**config.mk**
```make
export PLATFORM = sky130hd
export DESIGN_NAME = inst_fetch_unit
export DESIGN_NICKNAME = d
export VERILOG_FILES = /design/src/rtl/inst_fetch_unit_pkg.sv /design/src/rtl/inst_fetch_unit_addr_check.sv /design/src/rtl/inst_fetch_unit.sv
export SDC_FILE = /design/constraint.sdc
export NUM_CORES = 1
export LEC_CHECK = 0
export BUFFER_PORTS_ARGS = -buffer_cell sky130_fd_sc_hd__buf_2
export CAP_MARGIN = 20
export CORE_ASPECT_RATIO = 0.6
export CORE_MARGIN = 10
export CORE_UTILIZATION = 43
export CTS_CLUSTER_DIAMETER = 80
export CTS_CLUSTER_SIZE = 40
export DETAILED_ROUTE_END_ITERATION = 10
export PLACE_DENSITY = 0.83
export SETUP_SLACK_MARGIN = 0.2
export SKIP_LAST_GASP = 1
export SLEW_MARGIN = 10
export SYNTH_ARGS = -nofsm -noshare
export SYNTH_HDL_FRONTEND = slang
export SYNTH_SLANG_ARGS = --single-unit
```
**constraint.sdc**
```tcl
create_clock -name clk -period 1.25 [get_ports clk]
set_input_delay 0.1875 -clock clk [delete_from_list [all_inputs] [get_ports clk]]
set_output_delay 0.1875 -clock clk [all_outputs]
set_load 0.01 [all_outputs]
```
**src/rtl/inst_fetch_unit_pkg.sv**
```systemverilog
// Shared types and constants for the instruction fetch stage.
// Latency: n/a (declarations only).
// Backpressure: n/a (declarations only).
package inst_fetch_unit_pkg;

    // Text-segment base: reset PC and lowest legal fetch address
    localparam logic [31:0] RESET_PC_DEF = 32'h00400000;

    // Default imem word-address width (2**11 words of instruction memory)
    localparam int ADDR_W_DEF = 11;

    // Instruction word width
    localparam int INST_W = 32;

    // Fetch controller states
    typedef enum logic [1:0] {
        ST_IDLE = 2'd0,
        ST_REQ  = 2'd1,
        ST_HOLD = 2'd2,
        ST_ERR  = 2'd3
    } fetch_state_e;

endpackage

```
**src/rtl/inst_fetch_unit_addr_check.sv**
```systemverilog
// Legality test of a byte PC plus translation to an imem word address.
// Latency: purely combinational.
// Backpressure: none; the result is evaluated every cycle.
module fetch_addr_check
    import inst_fetch_unit_pkg::*;
#(
    parameter logic [31:0] RESET_PC = RESET_PC_DEF,
    parameter int          ADDR_W   = ADDR_W_DEF
) (
    input  logic [31:0]       pc_i,
    output logic              legal_o,
    output logic [ADDR_W-1:0] word_addr_o
);

    logic [31:0] offset;
    logic        aligned;
    logic        above_base;
    logic        in_range;

    // Byte offset into the text segment; only meaningful when above_base
    assign offset = pc_i - RESET_PC;

    // Classify the PC: word aligned, not below the base, and inside imem
    always_comb begin
        aligned    = (pc_i[1:0] == 2'b00);
        above_base = (pc_i >= RESET_PC);
        // Any offset bit at or above ADDR_W+2 means the word lies past imem
        in_range   = ((offset >> (ADDR_W + 2)) == 32'd0);
        legal_o    = aligned && above_base && in_range;
    end

    // Word address is the byte offset with the two byte-lane bits dropped
    assign word_addr_o = offset[ADDR_W+1:2];

endmodule

```
**src/rtl/inst_fetch_unit.sv**
```systemverilog
// Fetch stage: latches the PC, reads imem over req/ack, presents the word to decode.
// Latency: one cycle from the ack cycle to inst_valid; one instruction per two cycles at best.
// Backpressure: inst_ready low holds the output register and stalls further requests.
module inst_fetch_unit
    import inst_fetch_unit_pkg::*;
#(
    parameter logic [31:0] RESET_PC = RESET_PC_DEF,
    parameter int          ADDR_W   = ADDR_W_DEF
) (
    input  logic              clk,
    input  logic              rst,
    input  logic [31:0]       pc_in,
    output logic              pc_ena,
    input  logic              flush,
    output logic              imem_req,
    output logic [ADDR_W-1:0] imem_addr,
    input  logic              imem_ack,
    input  logic [31:0]       imem_rdata,
    output logic              inst_valid,
    input  logic              inst_ready,
    output logic [31:0]       inst_out,
    output logic [31:0]       inst_pc,
    output logic              fetch_err
);

    fetch_state_e        state_q;
    logic [31:0]         pc_lat_q;
    logic [ADDR_W-1:0]   addr_q;
    logic                imem_req_q;
    logic                inst_valid_q;
    logic [INST_W-1:0]   inst_out_q;
    logic [31:0]         inst_pc_q;
    logic                fetch_err_q;

    logic                pc_legal;
    logic [ADDR_W-1:0]   pc_word_addr;
    logic                ack_take;

    // The check always looks at pc_in: it is only consumed on the edges
    // where pc_in is latched into pc_lat (from IDLE, or HOLD on hand-off).
    fetch_addr_check #(
        .RESET_PC (RESET_PC),
        .ADDR_W   (ADDR_W)
    ) u_addr_check (
        .pc_i        (pc_in),
        .legal_o     (pc_legal),
        .word_addr_o (pc_word_addr)
    );

    // An ack only counts in REQ, and never when reset or a redirect is pending
    assign ack_take = (state_q == ST_REQ) && imem_ack && !flush && !rst;

    // Advance the PC register exactly in the cycle the fetched word is captured
    assign pc_ena = ack_take;

    // Fetch controller; state and all registered outputs move on the falling edge
    always_ff @(negedge clk) begin
        if (rst) begin
            state_q      <= ST_IDLE;
            pc_lat_q     <= RESET_PC;
            addr_q       <= '0;
            imem_req_q   <= 1'b0;
            inst_valid_q <= 1'b0;
            inst_out_q   <= '0;
            inst_pc_q    <= RESET_PC;
            fetch_err_q  <= 1'b0;
        end else if (flush) begin
            // Redirect: drop whatever is held or in flight; the new PC is
            // picked up from IDLE on the following edge.
            state_q      <= ST_IDLE;
            imem_req_q   <= 1'b0;
            inst_valid_q <= 1'b0;
            fetch_err_q  <= 1'b0;
        end else begin
            case (state_q)
                ST_IDLE: begin
                    pc_lat_q <= pc_in;
                    addr_q   <= pc_word_addr;
                    if (pc_legal) begin
                        state_q    <= ST_REQ;
                        imem_req_q <= 1'b1;
                    end else begin
                        state_q     <= ST_ERR;
                        fetch_err_q <= 1'b1;
                    end
                end
                ST_REQ: begin
                    // Address and request stay put until the memory answers
                    if (imem_ack) begin
                        inst_out_q   <= imem_rdata;
                        inst_pc_q    <= pc_lat_q;
                        inst_valid_q <= 1'b1;
                        imem_req_q   <= 1'b0;
                        state_q      <= ST_HOLD;
                    end
                end
                ST_HOLD: begin
                    // pc_in was already advanced by the pc_ena pulse, so
                    // the hand-off edge can launch the next fetch directly.
                    if (inst_ready) begin
                        inst_valid_q <= 1'b0;
                        pc_lat_q     <= pc_in;
                        addr_q       <= pc_word_addr;
                        if (pc_legal) begin
                            state_q    <= ST_REQ;
                            imem_req_q <= 1'b1;
                        end else begin
                            state_q     <= ST_ERR;
                            fetch_err_q <= 1'b1;
                        end
                    end
                end
                ST_ERR: begin
                    // Parked until reset or a redirect
                    imem_req_q   <= 1'b0;
                    inst_valid_q <= 1'b0;
                    fetch_err_q  <= 1'b1;
                end
                default: begin
                    state_q      <= ST_IDLE;
                    imem_req_q   <= 1'b0;
                    inst_valid_q <= 1'b0;
                end
            endcase
        end
    end

    assign imem_req   = imem_req_q;
    assign imem_addr  = addr_q;
    assign inst_valid = inst_valid_q;
    assign inst_out   = inst_out_q;
    assign inst_pc    = inst_pc_q;
    assign fetch_err  = fetch_err_q;

endmodule

```
==> results of run 1 <==
## worst max-delay path, stage by stage, from the launching register on
cell,delay (ps)
dfxtp_2,350
nand3b_4,170
buf_6,130
nor2_4,70
buf_6,110
## per-stage QoR
| step | power, mW | setup TNS, ps | hold WS [ps] | util, % |
|---|---|---|---|---|
| finish | 9.34 | -86360 | 429 | 90.6 |
| global route | 9.75 | -88080 | 446 | 90.6 |
| CTS | 8.42 | -62960 | 436 | 78.0 |
| detailed placement | 4.58 | -62400 | 435 | 57.5 |
| global placement | 4.56 | -59640 | 432 | 57.5 |
| floorplan | 4.30 | -38820 | 429 | - |
## flip-flops by register name, summed over array words and instances (netlist names)
name        count
inst_valid      1
state_q         2
inst_out       32
imem_req        1
fetch_err       1
pc_lat_q       32
inst_pc        32
## power by group through the flow
stage               Clock [mW]  Sequential (mW)  Combinational [mW]
floorplan                0.494             3.45               0.352
global placement         0.494             3.44               0.626
detailed placement       0.494             3.44               0.647
CTS                       4.17             3.41               0.842
global route              5.01             3.44                1.31
finish                    4.62             3.44                1.28
## path summary, 6_finish.rpt
| kind | startpoint | to | slack (ps) | cells after the start |
|---|---|---|---|---|
| max | state_q[1] | pc_ena | -850 | 4 |
| min | pc_lat_q[31] | inst_pc[31] | 430 | 2 |
| max reg2reg | state_q[1] | inst_out[12] | -660 | 10 |
| min reg2reg | pc_lat_q[31] | inst_pc[31] | 430 | 2 |
## routing by layer
metal / GRT usage [%] / vias to the layer above
li1: - / 2157
met1: 23.1 / 2434
met2: 36.7 / 520
met3: 11.4 / 191
met4: 9.50 / 0
met5: 0 / -
## layout make-up
cell class,count,area (sq um)
Sequential cell,101,2120
Antenna cell,4,10.0
Tap cell,112,140
Clock inverter,108,452
Timing Repair Buffer,249,2520
Inverter,3,26.3
Fill cell,317,805
Clock buffer,9,225
Multi-Input combinational cell,323,2220
## what timing repair did
item	in CTS	in global routing
setup endpoints to repair	180	180
gates resized for setup	136	203
buffers inserted	21	25
hold buffers	0	0
cloned	9	7
endpoints found under the hold margin	0	0
pin swaps	30	79
## cell usage in the layout (no fill, tap or decap), drive strengths merged, types with 2 or more instances in the layout
cell type	Yosys	layout
a21oi	95	95
o21ai	4	4
clkinv	0	4
o41ai	2	2
nor3	3	3
nor2	4	4
clkbuf	10	15
nor4	3	3
inv	4	106
nand2	193	193
dfxtp	101	101
diode	0	4
nor2b	2	2
or2	2	2
buf	33	243
nand3b	2	2
## logic make-up (layout without fill, tap and decap cells)
kind of cell               Yosys count  after routing  synth area share (%)
and+or+nand+nor                    215            215                  23.5
AOI/OAI and AO/OA                  105            105                  14.6
DFF                                101            101                  53.6
buffers and inverters               47            369                  7.43
xor gates and xnor gates             2              2                 0.465
adders and majority gates            1              1                 0.332
other                                0              4                     0
==> metrics, run 1 <==
worst setup margin=-848 ps; via count=5,302; largest cells by area after synthesis=dfxtp_1, nand2_1, a21oi_1; vias in the first global route=between 4,000 and 5,000; Synth area leader=dfxtp_1; Die H=about 90 um; row cnt=26; max cap viols=0; clock slew at reported path FFs=about 70 ps; GRT Overall Usage=about 22%; RSZ-0062 raised after global routing=yes; layout cells sized above 1=66.3%; clock share of power=about 49%; fin nets=around 860; post-layout instance area=7720 sq um; largest net degree at the start of global routing=a little over 50; Main synth FF type=dfxtp_1; WL met1=slightly below 8000 um; WL met2=approximately 10,000 um; core region area=roughly 8500 sq um; Via density=5.83; Pre-Repair DR Iteration Count=9; routed wire length=22,600 um; CTS Buffer Depth=2; PwrDens=~1200 nW/um^2; # IOs=about 150; worst relative slew slack=between 40 and 50%; CTS Buf Count=9; PortBufs=between 100 and 150; Hold Violations, Final=0; placed cell area=4900 sq um; skew final=slightly above 50 ps; Yosys reg bits=~100; DIE WIDTH=between 100 and 150 um; initial core utilization=~44%; worst-path maximum fanout=2; CP Launch Type=flip-flop; Gate power share=13.7%; Flop pwr share=about 37%; Synthesis Warnings=0; Syn Inst Count=~470; top layer used by detailed routing=met4; WL per Instance=approximately 25 um; initial antenna violation count=1; Slew Limit Fails=0; Leakage=3.70 nW; critical path endpoint category=output port; DP Worst Slack=-924 ps; antenna viol nets, final=0; die area=about 13,000 sq um; Synth Net Count=541; placed cell count=approximately 730; CTS tree=yes; Synth cell types=34; Initial DRC Count=approximately 650; EDFF count, synth=0; Seq/Total Area, Yosys=roughly 54%; DP Wirelength=~8700 um; met3 WL post-DR=around 2800 um; RD Place Congestion=about 0.84; Mean Syn Cell Area=between 8 and 9 sq um; Clk Latency, worst-skew pair=around 470 ps; Layout Cells excl Fill=~910; # setup viols final=approximately 180; hold crit path type=flip-flop to flip-flop; Post-Syn Area=about 3800 sq um; most frequent cell after synthesis=nand2_1; Worst Path Required=1060 ps; failing checks=negative setup slack; Peak VDD IR=just under 1000 uV; GRT overflow=0; measured slew at the worst slew-check pin=~810 ps; Int Pwr=slightly below 6 mW; Root Buffer=clkbuf_16; first-pass GRT wire length=around 24,000 um; Sw Ratio=approximately 38%; asr flop ratio synth=0%; Synth top area share=roughly 54%; Psw=around 3.5 mW; Worst EP arrival=about 1900 ps; H-tree depth=3; most frequent cells after synthesis=nand2_1, dfxtp_1, a21oi_1; Crit Path Class=flip-flop to output port; status=finished, violations left; DRC errors left=0; Layout Area Growth over Synthesis=105%; clk sink count=101
No activity file was read; power rests on OpenSTA's default activity.
==> run 2, diff against run 1 <==
Settings changed: ABC_AREA set to 1, CORE_UTILIZATION 43 to 44, PLACE_DENSITY 0.83 to 0.84.
==> metrics, run 2 <==
status=stopped before the end; Halt Stage=5_1_grt; error msg=[ERROR DPL-0038] Utilization greater than 100%, impossible to legalize; H-tree depth=3; Synthesis Warnings=0; DIE WIDTH=140 um; CTS Buffer Depth=2; EDFF count, synth=0; row cnt=26; worst_ep grt=pc_ena; asr flop ratio synth=0%; Synth area leader=dfxtp_1; initial core utilization=between 40% and 50%; Synth top area share=53.0%; Synth cell types=21; Mean Syn Cell Area=7.67 sq um; Post-Syn Area=roughly 3800 sq um; worst endpoint type=top-level output; most frequent cells after synthesis=nor2_1, dfxtp_1, o21ai_0; Die H=approximately 92 um; RD Place Congestion=0.819; DP Wirelength=around 8500 um; clk sink count=just over 100; PortBufs=147; Main synth FF type=dfxtp_1; placed cell area=4930 sq um; Seq/Total Area, Yosys=a little over half; Root Buffer=clkbuf_16; Yosys reg bits=101; # IOs=148; most frequent cell after synthesis=nor2_1; Syn Inst Count=497; CTS Buf Count=9; largest net degree at the start of global routing=35; largest cells by area after synthesis=dfxtp_1, nor2_1, o21ai_0; Synth Net Count=567
[run 2: per-stage QoR]
step	cells	setup TNS (ps)	setup WS (ps)	hold WS, ps
3_5_place_dp	749	-53040	-759	456
4_1_cts	926	-80330	-857	471
3_3_place_gp	749	-51740	-712	432
2_1_floorplan	497	-30450	-419	454
[run 2: kinds of logic after synthesis]
| family | synth area share [%] |
|---|---|
| AO/OA/AOI/OAI | 13.9 |
| XOR/XNOR | 0.230 |
| adder cells (fa/ha/maj) | 0.328 |
| buffers and inverters | 9.03 |
| flip-flops | 53.0 |
| AND/OR/NAND/NOR | 23.5 |
[run 2: what timing repair did]
action | 4_1_cts
endpoints found under the hold margin | 0
buffers inserted | 39
setup endpoints to repair | 180
hold buffers | 0
pin swaps | 30
gates cloned | 22
gates resized for setup | 274
==> run 3, diff against run 2 <==
Settings changed: CORE_ASPECT_RATIO 0.6 to not set, CORE_UTILIZATION 44 to 40, CTS_CLUSTER_DIAMETER 80 to not set, CTS_CLUSTER_SIZE 40 to not set, PLACE_DENSITY 0.84 to not set, PLACE_DENSITY_LB_ADDON set to 0.15, SETUP_SLACK_MARGIN 0.2 to not set.
Clock period 1.25 ns to 1.6 ns, I/O delays scaled along.
==> metrics, run 3 <==
Hold Path Origin=imem_req; CP startpoint=state_q[0]; most frequent cell after synthesis=nor2_1; Pre-Repair DR Iteration Count=4; measured slew at the worst slew-check pin=~240 ps; commonest non-fill, non-tap cell in the layout=nor2_1; Syn Inst Count=497; max cap viols=0; PwrDens=between 900 and 1000 nW/um^2; Slowest Stage Delay on Critical Path=~330 ps; Layout Area Growth over Synthesis=59.9%; Reg2Reg Setup Slack=between 200 and 300 ps; GRT overflow=0; DIE WIDTH=about 120 um; largest cells by area after synthesis=dfxtp_1, nor2_1, o21ai_0; WL per Instance=around 13 um; RD Place Congestion=slightly below 0.8; vias in the first global route=about 4,200; Peak VDD IR=roughly 530 uV; Main synth FF type=dfxtp_1; routed wire length=around 12,000 um; PortBufs=roughly 150; slowest library cell on the worst path=dfxtp_2; Synth Net Count=567; Hold Violations, Final=0; clock slew at reported path FFs=around 40 ps; Worst EP arrival=roughly 2200 ps; Seq/Total Area, Yosys=a little over half; H-tree depth=3; clk sink count=between 100 and 150; # setup viols final=between 100 and 150; critical path endpoint category=output port; asr flop ratio synth=0%; Slew Limit Fails=0; layout cells sized above 1=approximately two fifths; Synth top area share=53.0%; CTS Buf Count=9; hold crit path type=flip-flop to flip-flop; antenna viol nets, final=0; first-pass GRT wire length=around 19,000 um; DP Worst Slack=-627 ps; CP Launch Type=flip-flop; failing checks=negative setup slack; Post-Syn Area=between 3000 and 4000 sq um; FF-to-FF Start=state_q[0]; Via density=~4.6; Finished Core Util=between 60% and 70%; Crit Path Class=flip-flop to output port; initial core utilization=roughly two fifths; Root Buffer=clkbuf_8; Synth cell types=21; CTS tree=yes; worst setup margin=-828 ps; Die H=approximately 120 um; Synthesis Warnings=0; via count=just over 4,000; DRC errors left=0; row cnt=35; CTS Buffer Depth=2; initial antenna violation count=0; Pwr Total=6.03 mW; core region area=9240 sq um; Mean Syn Cell Area=between 7 and 8 sq um; Initial DRC Count=260; Yosys reg bits=101; largest net degree at the start of global routing=between 40 and 50; commonest non-fill, non-tap cells in the layout=nor2_1, inv_1, buf_6; Leakage=3.09 nW; EDFF count, synth=0; worst-path maximum fanout=2; GRT Overall Usage=around 16%; n_diodes=0; Fillers=around 830; most frequent cells after synthesis=nor2_1, dfxtp_1, o21ai_0; Worst Path Required=approximately 1400 ps; status=finished, violations left; # IOs=148; skew final=~16 ps; DP Wirelength=between 7000 and 8000 um; die area=about 14,000 sq um; Synth area leader=dfxtp_1; crit-path cells=inv_2 -> nor2_4 -> inv_2 -> nor2_4 -> buf_4 -> inv_1 -> nor2_1 -> buf_2; Clk Latency, worst-skew pair=between 400 and 500 ps; worst relative slew slack=84.2%; RSZ-0062 raised after global routing=yes; fin nets=827
-- run 3: cell counts after synthesis --
No cell type changed its count.
-- run 3: worst paths after layout --
| path | to | depth (start not counted) |
|---|---|---|
| max | pc_ena | 8 |
| min reg2reg | imem_req | 2 |
| min | imem_req | 2 |
| max reg2reg | inst_pc[11] | 9 |
-- run 3: logic make-up after synthesis --
kind of cell | after synthesis | share of synthesized area (%)
DFF | 101 | 53.0
and+or+nand+nor | 231 | 23.5
AOI/OAI and AO/OA | 105 | 13.9
buffers and inverters | 58 | 9.03
xor gates and xnor gates | 1 | 0.230
adders and majority gates | 1 | 0.328
-- run 3: what timing repair did --
action | in CTS | in global routing
pin swaps | 7 | 1
hold buffers | 0 | 0
endpoints found under the hold margin | 0 | 0
buffers inserted | 7 | 6
endpoints found under the setup margin | 142 | 153
gates resized for setup | 166 | 2
cloned | 0 | 0
-- run 3: per-layer routing --
| layer | wire length (um) | track usage (%) | up-vias | part of all wire [%] |
|---|---|---|---|---|
| li1 | - | - | 2084 | - |
| met1 | 5030 | 17.4 | 1861 | 43 |
| met2 | 5540 | 25.7 | 134 | 47 |
| met3 | 1020 | 9.26 | 13 | 8.6 |
| met4 | 146 | 8.04 | 0 | 1.2 |
| met5 | 0 | 0 | - | 0 |
-- run 3: per-stage QoR --
stage / hold WS (ps) / std cells / TNS, ps / area [sq um]
CTS: 462 / 885 / -25310 / 6050
finish: 463 / 891 / -23990 / 6090
detailed placement: 454 / 762 / -42170 / 4820
floorplan: 456 / 497 / -17940 / 3940
global placement: 454 / 762 / -41070 / 4820
global route: 497 / 891 / -30480 / 6090
-- run 3: critical path, delay by kind of cell (launching register included) --
kind,cells,cell delay (ps)
and+or+nand+nor,3,250
buffers and inverters,5,400
DFF,1,330
-- run 3: final cells by class --
class	count	area (sq um)	area share (%)
Clock buffer	9	124	2.03
Clock inverter	108	439	7.21
Inverter	17	104	1.70
Multi-Input combinational cell	338	1480	24.2
Sequential cell	101	2120	34.8
Tap cell	129	161	2.65
Timing Repair Buffer	189	1670	27.4
-- run 3: power breakdown --
group          total [mW]  switching [mW]  internal (mW)
sequential           2.76          0.0800           2.68
clock                2.49            1.56          0.921
combinational       0.785           0.378          0.407
total                6.03            2.02           4.00
